$ cat config.mk
export PLATFORM = sky130hd
export DESIGN_NAME = io_uart_tx
export DESIGN_NICKNAME = d
export VERILOG_FILES = /design/src/rtl/io_uart_pkg.sv /design/src/rtl/io_uart_tx_fifo.sv /design/src/rtl/io_uart_tx.sv
export SDC_FILE = /design/constraint.sdc
export NUM_CORES = 1
export LEC_CHECK = 0
export BUFFER_PORTS_ARGS = -buffer_cell sky130_fd_sc_hd__clkbuf_2
export CORE_UTILIZATION = 30
export CTS_CLUSTER_DIAMETER = 100
export DETAILED_ROUTE_END_ITERATION = 6
export MAX_ROUTING_LAYER = met4
export SYNTH_ARGS = -nofsm -noshare
export SYNTH_HDL_FRONTEND = slang
export SYNTH_SLANG_ARGS = --single-unit
$ cat constraint.sdc
create_clock -name CLK -period 5.3 [get_ports CLK]
set_input_delay 0.53 -clock CLK [delete_from_list [all_inputs] [get_ports CLK]]
set_output_delay 0.53 -clock CLK [all_outputs]
set_load 0.02 [all_outputs]
$ cat src/rtl/io_uart_pkg.sv
// Shared constants for the memory-mapped UART transmitter: register offsets,
// STATUS bit positions, the transmit FSM encoding and the divisor floor.
package io_uart_pkg;

    localparam logic [1:0] ADDR_TXDATA = 2'd0;
    localparam logic [1:0] ADDR_STATUS = 2'd1;
    localparam logic [1:0] ADDR_DIV    = 2'd2;

    localparam int STAT_BUSY   = 0;
    localparam int STAT_FULL   = 1;
    localparam int STAT_EMPTY  = 2;
    localparam int STAT_OVF    = 3;
    localparam int STAT_CNT_LO = 4;
    localparam int STAT_PARITY = 8;

    localparam int MIN_DIV = 2;

    typedef enum logic [2:0] {
        IDLE   = 3'd0,
        START  = 3'd1,
        DATA   = 3'd2,
        STOP   = 3'd3,
        PARITY = 3'd4
    } tx_state_e;

endpackage

$ cat src/rtl/io_uart_tx_fifo.sv
// Synchronous FIFO with extra-MSB pointers; a push while full is ignored and
// the read word is presented combinationally at the head.
module io_fifo #(
    parameter int WIDTH = 8,
    parameter int DEPTH = 4,
    localparam int AW   = $clog2(DEPTH)
) (
    input  logic             clk,
    input  logic             rst,
    input  logic             push,
    input  logic             pop,
    input  logic [WIDTH-1:0] din,
    output logic [WIDTH-1:0] dout,
    output logic             full,
    output logic             empty,
    output logic [AW:0]      count
);

    logic [AW:0]      wr_ptr_q, wr_ptr_d;
    logic [AW:0]      rd_ptr_q, rd_ptr_d;
    logic [WIDTH-1:0] mem_q [DEPTH];
    logic             push_ok;
    logic             pop_ok;

    assign full    = (wr_ptr_q[AW] != rd_ptr_q[AW]) && (wr_ptr_q[AW-1:0] == rd_ptr_q[AW-1:0]);
    assign empty   = (wr_ptr_q == rd_ptr_q);
    assign count   = wr_ptr_q - rd_ptr_q;
    assign push_ok = push && !full;
    assign pop_ok  = pop && !empty;
    assign dout    = mem_q[rd_ptr_q[AW-1:0]];

    // NOTE: every always_comb output gets its default first so no path can infer a latch.
    always_comb begin
        wr_ptr_d = wr_ptr_q;
        rd_ptr_d = rd_ptr_q;
        if (push_ok) wr_ptr_d = wr_ptr_q + 1'b1;
        if (pop_ok)  rd_ptr_d = rd_ptr_q + 1'b1;
    end

    always_ff @(posedge clk or posedge rst) begin
        if (rst) begin
            wr_ptr_q <= '0;
            rd_ptr_q <= '0;
        end else begin
            wr_ptr_q <= wr_ptr_d;
            rd_ptr_q <= rd_ptr_d;
        end
    end

    // NOTE: storage is not reset; the pointers alone decide which words are valid.
    always_ff @(posedge clk) begin
        if (push_ok) mem_q[wr_ptr_q[AW-1:0]] <= din;
    end

endmodule

$ cat src/rtl/io_uart_tx.sv
// Memory-mapped UART transmitter: TXDATA/STATUS/DIVISOR window feeding a FIFO
// and a baud-timed 8N1 shifter. Define IO_UART_PARITY_EN for an even parity bit.
module io_uart_tx
    import io_uart_pkg::*;
#(
    parameter int FIFO_DEPTH  = 4,
    parameter int DIV_WIDTH   = 16,
    parameter int DEFAULT_DIV = 1042
) (
    input  logic        CLK,
    input  logic        RESET,
    input  logic [31:0] IOWriteData,
    input  logic [3:0]  IOAddr,
    input  logic        IOWriteEn,
    output logic [31:0] IOReadData,
    output logic        TxD
);

`ifdef IO_UART_PARITY_EN
    localparam bit PARITY_EN = 1'b1;
`else
    localparam bit PARITY_EN = 1'b0;
`endif
    localparam int CW = $clog2(FIFO_DEPTH) + 1;

    tx_state_e            state_q, state_d;
    logic [DIV_WIDTH-1:0] div_q, div_d;
    logic [DIV_WIDTH-1:0] bit_div_q, bit_div_d;
    logic [DIV_WIDTH-1:0] baud_q, baud_d;
    logic [2:0]           bit_q, bit_d;
    logic [7:0]           shift_q, shift_d;
    logic                 parity_q, parity_d;
    logic                 ovf_q, ovf_d;

    logic [1:0]           reg_sel;
    logic                 wr_txdata, wr_status, wr_div;
    logic                 fifo_pop, fifo_full, fifo_empty;
    logic [7:0]           fifo_dout;
    logic [CW-1:0]        fifo_count;
    logic [DIV_WIDTH-1:0] eff_div;
    logic                 bit_end, busy;
    logic                 unused_bits;

    assign reg_sel     = IOAddr[3:2];
    assign wr_txdata   = IOWriteEn && (reg_sel == ADDR_TXDATA);
    assign wr_status   = IOWriteEn && (reg_sel == ADDR_STATUS);
    assign wr_div      = IOWriteEn && (reg_sel == ADDR_DIV);
    assign eff_div     = (div_q < DIV_WIDTH'(MIN_DIV)) ? DIV_WIDTH'(MIN_DIV) : div_q;
    assign bit_end     = (baud_q == bit_div_q - 1'b1);
    assign busy        = (state_q != IDLE) || !fifo_empty;
    assign unused_bits = ^{IOAddr[1:0], IOWriteData};

    io_fifo #(.WIDTH(8), .DEPTH(FIFO_DEPTH)) u_fifo (
        .clk   (CLK),
        .rst   (RESET),
        .push  (wr_txdata),
        .pop   (fifo_pop),
        .din   (IOWriteData[7:0]),
        .dout  (fifo_dout),
        .full  (fifo_full),
        .empty (fifo_empty),
        .count (fifo_count)
    );

    always_comb begin
        div_d = div_q;
        ovf_d = ovf_q;
        if (wr_div) div_d = IOWriteData[DIV_WIDTH-1:0];
        if (wr_txdata && fifo_full) ovf_d = 1'b1;
        else if (wr_status && IOWriteData[STAT_OVF]) ovf_d = 1'b0;
    end

    // Bit length is latched at every bit boundary so divisor writes never stretch a bit in flight.
    always_comb begin
        state_d   = state_q;
        bit_div_d = bit_div_q;
        baud_d    = baud_q + 1'b1;
        bit_d     = bit_q;
        shift_d   = shift_q;
        parity_d  = parity_q;
        fifo_pop  = 1'b0;
        if (state_q == IDLE) begin
            baud_d = '0;
            if (!fifo_empty) begin
                fifo_pop  = 1'b1;
                shift_d   = fifo_dout;
                parity_d  = ^fifo_dout;
                bit_div_d = eff_div;
                state_d   = START;
            end
        end else if (bit_end) begin
            baud_d    = '0;
            bit_div_d = eff_div;
            case (state_q)
                START: begin
                    state_d = DATA;
                    bit_d   = 3'd0;
                end
                DATA: begin
                    shift_d = shift_q >> 1;
                    bit_d   = bit_q + 3'd1;
                    if (bit_q == 3'd7) state_d = PARITY_EN ? PARITY : STOP;
                end
                PARITY: state_d = STOP;
                STOP: begin
                    if (!fifo_empty) begin
                        fifo_pop = 1'b1;
                        shift_d  = fifo_dout;
                        parity_d = ^fifo_dout;
                        state_d  = START;
                    end else begin
                        state_d = IDLE;
                    end
                end
                default: state_d = IDLE;
            endcase
        end
    end

    always_ff @(posedge CLK or posedge RESET) begin
        if (RESET) begin
            state_q   <= IDLE;
            div_q     <= DIV_WIDTH'(DEFAULT_DIV);
            bit_div_q <= DIV_WIDTH'(DEFAULT_DIV);
            baud_q    <= '0;
            bit_q     <= '0;
            shift_q   <= '0;
            parity_q  <= 1'b0;
            ovf_q     <= 1'b0;
        end else begin
            state_q   <= state_d;
            div_q     <= div_d;
            bit_div_q <= bit_div_d;
            baud_q    <= baud_d;
            bit_q     <= bit_d;
            shift_q   <= shift_d;
            parity_q  <= parity_d;
            ovf_q     <= ovf_d;
        end
    end

    always_comb begin
        TxD = 1'b1;
        case (state_q)
            START:   TxD = 1'b0;
            DATA:    TxD = shift_q[0];
            PARITY:  TxD = parity_q;
            default: TxD = 1'b1;
        endcase
    end

    always_comb begin
        IOReadData = '0;
        case (reg_sel)
            ADDR_STATUS: begin
                IOReadData[STAT_BUSY]          = busy;
                IOReadData[STAT_FULL]          = fifo_full;
                IOReadData[STAT_EMPTY]         = fifo_empty;
                IOReadData[STAT_OVF]           = ovf_q;
                IOReadData[STAT_CNT_LO +: 4]   = 4'(fifo_count);
                IOReadData[STAT_PARITY]        = PARITY_EN;
            end
            ADDR_DIV: IOReadData = 32'(div_q);
            default:  IOReadData = '0;
        endcase
    end

endmodule
==> flow_summary.yaml <==
timing:
  slew_violations: 0
  post-route-min-period_ns: 3.52
  setup_violations: 0
  hold_viol: 0
  tightest_slew_ns: 1.07
  rsz0062_at_grt: "false"
  fmax_ghz: 0.284
  skew_ns: 0.00833
  period_share_pct: 66.3
  maxSlewHeadroom_pct: 28.8
  fin_tns_setup_ns: 0
layout:
  diodes: 0
  final_common_cell: "dfrtp_1"
  drive_above_1_share_pct: 23.1
  multi_input_area_sq_um: 2560
  syn2layout_area_growth_pct: 11.2
  nFillCells: 1779
  final_area_sq_um: 6090
  final_cell_mix: "dfrtp_1 (62), clkbuf_2 (37), nand2_1 (32), edfxtp_1 (32), mux2_2 (23)"
  finalNetCount: 555
  seq_area_sq_um: 2670
routing:
  via_count: 3685
  first_pass_iters: 6
  drt_iter0_markers: 260
  viasPerCell: 5.04
  drt_drc_violations_left: 2
  wl_microns: 11300
  ant_nets: 0
  wl_per_cell_microns: 15.5
global_routing:
  grt_pass1_wl_microns: 18800
  grt_max_degree: 69
  antenna_found_initial: 0
  first_global_vias: 3578
  track_usage_pct: 13.4
  overflow: 0
clocking:
  clkLatencyLatePin_ns: 0.35
  path_clk_slew_ns: 0.07
  h-tree-depth: 3
  cts_tree: "done"
  post_cts_buffers: 0
  cts_buffers: 9
  cts_sinks: 100
  clock_path_buffers: 2
  postCtsResizedCells: 0
  root_buffer: "clkbuf_16"
  postCtsHoldBufs: 0
placement:
  postPlaceCellArea_sq_um: 5790
  dp_hpwl_microns: 8120
  globalplace.congestion: 0.829
  portBuffers: 37
synthesis:
  yosys_warnings: 0
  synth_edf_count: 32
  synthFlopType: "dfrtp_1"
  synthArstFlopShare_pct: 68.0
  yosysSeqAreaShare_pct: 48.8
  synth_top_cell_by_area: "dfrtp_1"
  synthTopCellsByArea: "dfrtp_1 (28%), edfxtp_1 (18%), mux2_2 (4.7%), ha_1 (4.1%), mux4_2 (3.3%)"
  synth_cell_types: 67
  syn_inst: 464
  ys_ff_latch: 100
  synth_area_sq_um: 5480
  synth.avg_cell_area_sq_um: 11.8
  synth_top_area_share_pct: 28.3
critical_path:
  slowest_stage: "o31ai_4"
  end_kind: "flip-flop"
  arrival_ns: 3.75
  critPathMaxStageDelay_ns: 0.88
  cp_top_family: "compound AO/OA/AOI/OAI gates"
  rr_startpoint: "bit_div_q[3]"
  ff2ff_setup_slack_ns: 1.78
  cp_data_required_time_ns: 5.54
  cp_max_fo: 16
  critPathLaunchType: "flip-flop"
  path_class: "flip-flop to flip-flop"
  r2r_end: "bit_div_q[12]"
  reg2reg_depth: 7
  worst-path-buf-inv: 0
  path_cells: "nor4_1, nand3_1, mux2i_1, a22oi_1, a21o_2, o31ai_4, mux2_2"
min_path:
  hold_class: "input port to flip-flop"
  holdPathEnd: "div_q[15]"
  whs_path_depth: 2
  min_from: "IOWriteData[15]"
power_and_ir_drop:
  seq_power_share_pct: 42.5
  p_int_uw: 1770
  power.switching_uw: 1060
  clockPowerShare_pct: 23.1
  ir_drop_v: 0.000188
  p_sw_share_pct: 37.4
  power_leakage_uw: 0.00246
  p_per_area_nw_per_um2: 464
  combPwrFrac_pct: 34.3
status:
  status: "finished with violations"
  violations: "DRC"
floorplanning:
  die_area_sq_um: 18800
  die_x_microns: 137
  core-area_sq_um: 17900
  io_pins: 72
  rows: 49
  die_h_microns: 137
  initial_utilization_pct: 30.6
job:
  cap_violations: 0
==> cells in the mapped netlist, drive strengths merged (6+ instances only) <==
cell and instances:
a22oi 10, and2 14, buf 23, clkbuf 9, dfrtp 62, dfstp 6
edfxtp 32, ha 18, inv 20, mux2 31, mux2i 7, mux4 8
nand2 32, nand2b 6, nand3 19, nor2 15, nor2b 10, nor3 21
nor4 9, o21ai 6, o32a 7, xnor2 18, xor2 15
==> worst register-to-register path: stages (launching register included) <==
cell     delay, ns
dfrtp_1       0.50
nor4_1        0.62
nand3_1       0.26
mux2i_1       0.23
a22oi_1       0.15
a21o_2        0.33
o31ai_4       0.89
mux2_2        0.43
==> final cells by class <==
cell class	instances	area share (%)
repair buffers	39	3.29
well taps	229	4.71
clock buffers	9	3.70
flip-flops and latches	100	43.9
inverters	20	1.23
multi-input cells	327	42.0
clock inverters	7	1.23
==> layer usage <==
layer / vias up / routed length [microns] / GRT usage, %
li1: 1740 / - / -
met1: 1850 / 5360 / 17.7
met2: 82 / 5460 / 20.9
met3: 13 / 362 / 2.33
met4: 0 / 166 / 4.21
met5: - / 0 / -
==> stage by stage <==
stage                     setup WS [ns]  utilization [%]  hold slack [ns]  power (uW)  std cells
final                              1.78             34.0            0.408        2820        731
after global routing               1.46             34.0            0.405        3020        731
after CTS                          1.77             34.0            0.398        2850        731
after detailed placement           1.79             32.3            0.481        2180        715
after global placement             1.85             32.3            0.481        2140        715
after floorplan                    2.46                -            0.462        1970        479
==> cell families (layout without fill, tap and decap cells) <==
logic type      Yosys count  after routing  share of synthesized area, %
simple gates            156            156                          15.9
flops                   100            100                          48.8
compound gates           57             57                          8.43
buf+inv                  52             75                          5.58
mux                      46             46                          11.5
xor+xnor                 33             33                          5.28
fa+ha+maj                19             19                          4.48
other cells               1             16                        0.0685
==> power by group through the flow <==
stage | registers (uW) | clock network (uW) | logic, uW
3_3_place_gp | 1200 | 0 | 940
5_1_grt | 1230 | 702 | 1090
3_5_place_dp | 1210 | 0 | 972
4_1_cts | 1200 | 670 | 977
6_report | 1200 | 654 | 970
2_1_floorplan | 1130 | 0 | 841
==> flip-flops by register name, summed over array words and instances, names as in the netlist, 2 cells and up <==
| register | count |
|---|---|
| baud_q | 16 |
| bit_div_q | 16 |
| bit_q | 3 |
| div_q | 16 |
| shift_q | 8 |
| state_q | 2 |
| u_fifo.mem_q | 32 |
| u_fifo.rd_ptr_q | 3 |
| u_fifo.wr_ptr_q | 3 |
==> how the worst max path moves through the flow <==
stage	start	to	depth (start not counted)
finish	bit_div_q[3]	bit_div_q[12]	7
global route	bit_div_q[3]	bit_div_q[9]	7
CTS	bit_div_q[3]	bit_div_q[14]	7
detailed placement	bit_div_q[3]	bit_div_q[14]	7
global placement	bit_div_q[3]	bit_div_q[12]	7
floorplan	bit_div_q[3]	bit_div_q[15]	9
(Power assumes the default switching activity.)
